## src/rtl/rsa_sequencer.sv

```systemverilog
// Host-side command sequencer for a small RSA encryption core: latches commands,
// pulses the core's input type for one cycle and returns ciphertext results.
module rsa_sequencer #(
  parameter int unsigned TIMEOUT_CYCLES = 4095
) (
  input  logic        clk,
  input  logic        rst,
  input  logic        cmd_valid,
  output logic        cmd_ready,
  input  logic [1:0]  cmd_type,
  input  logic [12:0] cmd_data,
  output logic        res_valid,
  input  logic        res_ready,
  output logic [15:0] res_data,
  output logic [12:0] res_plain,
  output logic [12:0] core_data,
  output logic [2:0]  core_type,
  input  logic        core_done,
  input  logic [15:0] core_result,
  output logic        busy,
  output logic        err
);

  localparam int unsigned CNT_W =
    ($clog2(TIMEOUT_CYCLES + 1) > 12) ? $clog2(TIMEOUT_CYCLES + 1) : 12;

  typedef enum logic [2:0] {
    S_IDLE, S_SETUP, S_PULSE, S_GAP, S_WAIT, S_RESP
  } state_t;

  state_t             state_q, state_d;
  logic               gap_q, gap_d;
  logic [1:0]         type_q, type_d;
  logic [CNT_W-1:0]   tmo_q, tmo_d;
  logic [12:0]        core_data_q, core_data_d;
  logic [2:0]         core_type_q, core_type_d;
  logic               res_valid_q, res_valid_d;
  logic [15:0]        res_data_q, res_data_d;
  logic [12:0]        res_plain_q, res_plain_d;
  logic               busy_q, busy_d;
  logic               err_q, err_d;

  always_comb begin
    state_d     = state_q;
    gap_d       = gap_q;
    type_d      = type_q;
    tmo_d       = tmo_q;
    core_data_d = core_data_q;
    res_data_d  = res_data_q;
    res_plain_d = res_plain_q;
    err_d       = err_q;

    unique case (state_q)
      S_IDLE: begin
        if (cmd_valid) begin
          if (cmd_type == 2'd3) begin
            err_d = 1'b1;
          end else begin
            core_data_d = cmd_data;
            type_d      = cmd_type;
            state_d     = S_SETUP;
          end
        end
      end
      S_SETUP: state_d = S_PULSE;
      S_PULSE: begin
        gap_d   = 1'b0;
        state_d = S_GAP;
      end
      S_GAP: begin
        if (gap_q) begin
          tmo_d   = '0;
          state_d = (type_q == 2'd0) ? S_WAIT : S_IDLE;
        end else begin
          gap_d = 1'b1;
        end
      end
      S_WAIT: begin
        tmo_d = tmo_q + 1'b1;
        if (core_done) begin
          res_data_d  = core_result;
          res_plain_d = core_data_q;
          state_d     = S_RESP;
        end else if (tmo_d == CNT_W'(TIMEOUT_CYCLES)) begin
          res_data_d  = '1;
          res_plain_d = core_data_q;
          err_d       = 1'b1;
          state_d     = S_RESP;
        end
      end
      S_RESP: begin
        if (res_ready) state_d = S_IDLE;
      end
      default: state_d = S_IDLE;
    endcase

    // Outputs are registered from the next state so they align with the state they describe.
    core_type_d = (state_d == S_PULSE) ? ({1'b0, type_d} + 3'd1) : 3'd0;
    res_valid_d = (state_d == S_RESP);
    busy_d      = (state_d != S_IDLE);
  end

  always_ff @(posedge clk) begin
    if (rst) begin
      state_q     <= S_IDLE;
      gap_q       <= 1'b0;
      type_q      <= 2'd0;
      tmo_q       <= '0;
      core_data_q <= '0;
      core_type_q <= '0;
      res_valid_q <= 1'b0;
      res_data_q  <= '0;
      res_plain_q <= '0;
      busy_q      <= 1'b0;
      err_q       <= 1'b0;
    end else begin
      state_q     <= state_d;
      gap_q       <= gap_d;
      type_q      <= type_d;
      tmo_q       <= tmo_d;
      core_data_q <= core_data_d;
      core_type_q <= core_type_d;
      res_valid_q <= res_valid_d;
      res_data_q  <= res_data_d;
      res_plain_q <= res_plain_d;
      busy_q      <= busy_d;
      err_q       <= err_d;
    end
  end

  assign cmd_ready = (state_q == S_IDLE);
  assign res_valid = res_valid_q;
  assign res_data  = res_data_q;
  assign res_plain = res_plain_q;
  assign core_data = core_data_q;
  assign core_type = core_type_q;
  assign busy      = busy_q;
  assign err       = err_q;

endmodule

```

## config.mk

```make
export PLATFORM = sky130hd
export DESIGN_NAME = rsa_sequencer
export DESIGN_NICKNAME = d
export VERILOG_FILES = /design/src/rtl/rsa_sequencer.sv
export SDC_FILE = /design/constraint.sdc
export NUM_CORES = 1
export LEC_CHECK = 0
export BUFFER_PORTS_ARGS = -buffer_cell sky130_fd_sc_hd__buf_2
export CAP_MARGIN = 5
export CORE_MARGIN = 2
export CORE_UTILIZATION = 25
export CTS_CLUSTER_DIAMETER = 150
export DETAILED_ROUTE_END_ITERATION = 10
export PLACE_DENSITY = 0.52
export SLEW_MARGIN = 20
export SYNTH_ARGS = -nofsm -noshare
export SYNTH_HDL_FRONTEND = slang
export SYNTH_SLANG_ARGS = --single-unit
export TNS_END_PERCENT = 30
```

## constraint.sdc

```tcl
create_clock -name clk -period 5.4 [get_ports clk]
set_input_delay 0.54 -clock clk [delete_from_list [all_inputs] [get_ports clk]]
set_output_delay 0.54 -clock clk [all_outputs]
set_load 0.05 [all_outputs]
```

==> metrics <==
total overflow reported by the global router 0; post-cts resize count 0; leading register cell type out of synthesis dfxtp_1; Final Cycle Share 0.5188; global-route total usage across every layer 0.1277; vias in the first global route approximately 2.7k; count of state elements after synthesis 66; total design power 1176 µW; Critical Path Start Type register; worst min-delay path class input pin to register; sequential fraction of the synthesis area 0.4632; worst rel slew slack 0.3578; setup repair after global routing missed its margin false; number of instances in the synthesized netlist around 350; largest fanout on the critical path 21; Post-Syn Area 2853 µm²; full die area 12280 µm²; half-perimeter wire length of the detailed placement result 5.355 mm; starting utilization of the core area 0.2531; Arrival @ worst endpoint a little under 3 ns; R2R Path End res_plain[6]; Warnings, synthesis 0; kind of critical path register to register; register-to-register setup slack 2.60 ns; min-delay src cmd_data[5]; count of buffers from port buffering 84; share of post-route cells with drive strength above 1 0.2430; maximum number of pins on one net before global-route repair 63; die extent in y 110.8 µm; length in cells of the worst reg-to-reg path 8; CP Capture Type register; Die Span X about 110 µm; cell row count 39; Synthesized Nets 391; clock tree sinks 66; final routed wire length divided by cell count 13.70 µm; nets@finish 462; Highest Signal Layer met4; static leakage 0.001503 µW; Post-CTS Hold Fix Bufs 0; remaining design rule violation count 0; master cell of the clock root buffer clkbuf_16; number of enable flip-flop cells after synthesis 0; average size of a mapped cell 8.104 µm²; status finished clean; vias after detailed routing 2744; remaining antenna violation count 0; clk_lat worst skew ~0.32 ns; clk_skew 0.005001 ns; weighted congestion reported at the end of routability-driven placement 0.8452; Setup TNS 0 ns; number of antenna violations at the first check in global routing 0; transition time of the tightest slew-check pin 0.9634 ns; launching element of the worst setup path tmo_q[0]; maximum buffer depth of the clock tree 2; routed wl met2 3.558 mm; shortest clock period the worst path allows after layout 2.802 ns; TritonCTS clock tree done; Async S/R FF share, synth 0; number of setup buffers added after CTS 0; P&R area growth vs syn 27.59%; first-pass GRT wire length 12.99 mm; First DRT Iteration DRCs approximately 150; Endpoint, Worst Hold core_data[5]; drt via density 4.806; detailed-router iteration count before antenna repair 5; WHS Path Cells 3; Met1 Routed Length 3.793 mm; number of filler instances in the final layout 1214; number of violations of the max-capacitance limit 0; CORE AREA 11270 µm²; Antenna diodes 0; aggregate routed wire length 7.822 mm; clock buffer count from CTS 9; achievable clock frequency roughly 360 MHz; data required time at the worst endpoint 5.57 ns; Cell variety after synth 47; setup-violating endpoint count in the final report 0; Boundary Pins between 80 and 90; Fin. Hold Viols 0; maximum VDD drop between 0.1 and 0.15 mV; power per cell area 323.2 nW/µm²; H-tree levels 3; clock input transition at the sequential cells of the worst setup and hold paths 0.06 ns; startpoint of the worst-slack reg-to-reg timing path tmo_q[0]; max-slew violation count 0; detailed route wirelength on metal3 ~370 µm
metal layers:
layer | up-vias | track usage
li1 | 1387 | -
met1 | 1275 | 0.1715
met2 | 72 | 0.2041
met3 | 10 | 0.03007
met4 | 0 | 0.03917
met5 | - | 0
synthesized netlist by cell type, drive strengths merged (2+ instances only):
cell type   n  area, µm²
and4b       2      20.02
a21oi      42      210.2
nand2b      2      12.51
nand3b      3      22.52
and2        3      18.77
o22a        2      17.52
clkbuf     17      63.81
and3        4      25.02
nor2       52      195.2
a31oi       6      37.54
a21boi      2      15.01
nand2      37      138.9
ha          3      37.54
inv         4      15.01
or3         3      18.77
o21ai      21      105.1
a211oi     16      120.1
a311oi      3      26.28
a21o        3      22.52
dfxtp      66       1321
nor3        3      15.01
nand3      17      85.08
nand4       5      31.28
nor2b       6      37.54
buf        10      61.30
o211a       2      20.02
critical path, stage by stage (launching register included):
cell and delay [ns]:
dfxtp_1 0.49, ha_1 0.45, xor2_1 0.21, nor4b_1 0.29, a2bb2oi_1 0.23, nand4_1 0.40, buf_4 0.37, nand3_1 0.11
a21oi_1 0.08
cells in the final DEF (no fill, tap or decap), drive strengths merged, types with 2 or more instances in the layout:
master and instances:
clkinv 2, inv 4, buf 87, nand4 5
ha 3, a211oi 16, dfxtp 66, o22a 2
o211a 2, a31oi 6, a21o 3, a21boi 2
nor2 52, a311oi 3, nand3b 3, nand2b 2
nand2 37, nor2b 6, a21oi 42, and4b 2
clkbuf 11, nand3 17, clkinvlp 2, o21ai 21
nor3 3, or3 3, and3 4, and2 3
cells by family (layout without fill, tap and decap cells):
group                    count (synthesis)  count (layout)  share of synthesized area
buffers and inverters                   31             107                    0.04912
AO/OA/AOI/OAI                          105             105                     0.2254
adder cells (fa/ha/maj)                  3               3                    0.01316
XOR/XNOR                                 1               1                   0.003071
flip-flops                              66              66                     0.4632
AND/OR/NAND/NOR                        145             145                     0.2425
multiplexers                             1               1                   0.003509
cell type report:
| class | count | area (µm²) | area share |
|---|---|---|---|
| Clock inverter | 5 | 55.05 | 0.01513 |
| Sequential cell | 66 | 1321 | 0.3630 |
| Tap cell | 143 | 178.9 | 0.04916 |
| Multi-Input combinational cell | 255 | 1394 | 0.3830 |
| Inverter | 4 | 15.01 | 0.004125 |
| Clock buffer | 11 | 232.7 | 0.06394 |
| Timing Repair Buffer | 87 | 442.9 | 0.1217 |
how the worst max path moves through the flow:
| stage | to | cells past startpoint | slack, ns |
|---|---|---|---|
| after global placement | res_plain[7] | 8 | 2.76 |
| after CTS | res_plain[9] | 8 | 2.61 |
| after floorplan | core_data[10] | 6 | 2.70 |
| final | res_plain[6] | 8 | 2.60 |
| after detailed placement | res_plain[6] | 8 | 2.63 |
| after global routing | res_plain[9] | 8 | 2.39 |
power by group:
group / total (µW) / internal (µW) / switching (µW)
clock network: 563 / 356 / 207
logic: 104 / 30.4 / 74.0
registers: 509 / 500 / 9.65
total: 1180 / 886 / 291
sequential cells by signal, indices dropped and copies added, names as in the netlist:
register,flops
core_type,3
res_plain,13
tmo_q,12
busy,1
state_q,3
gap_q,1
err,1
res_data,16
res_valid,1
type_q,2
core_data,13
metrics by stage:
stage / std cells / worst slack [ns] / cell area (µm²) / hold WS, ns / util
final: 571 / 2.598 / 3640 / 0.4557 / 0.3229
after detailed placement: 555 / 2.630 / 3349 / 0.4554 / 0.2971
after floorplan: 352 / 2.702 / 2853 / 0.4515 / -
after global placement: 555 / 2.762 / 3349 / 0.4537 / 0.2971
after global routing: 571 / 2.386 / 3640 / 0.4551 / 0.3229
after CTS: 571 / 2.614 / 3637 / 0.4462 / 0.3227
Power figures use the tool's default switching activity.
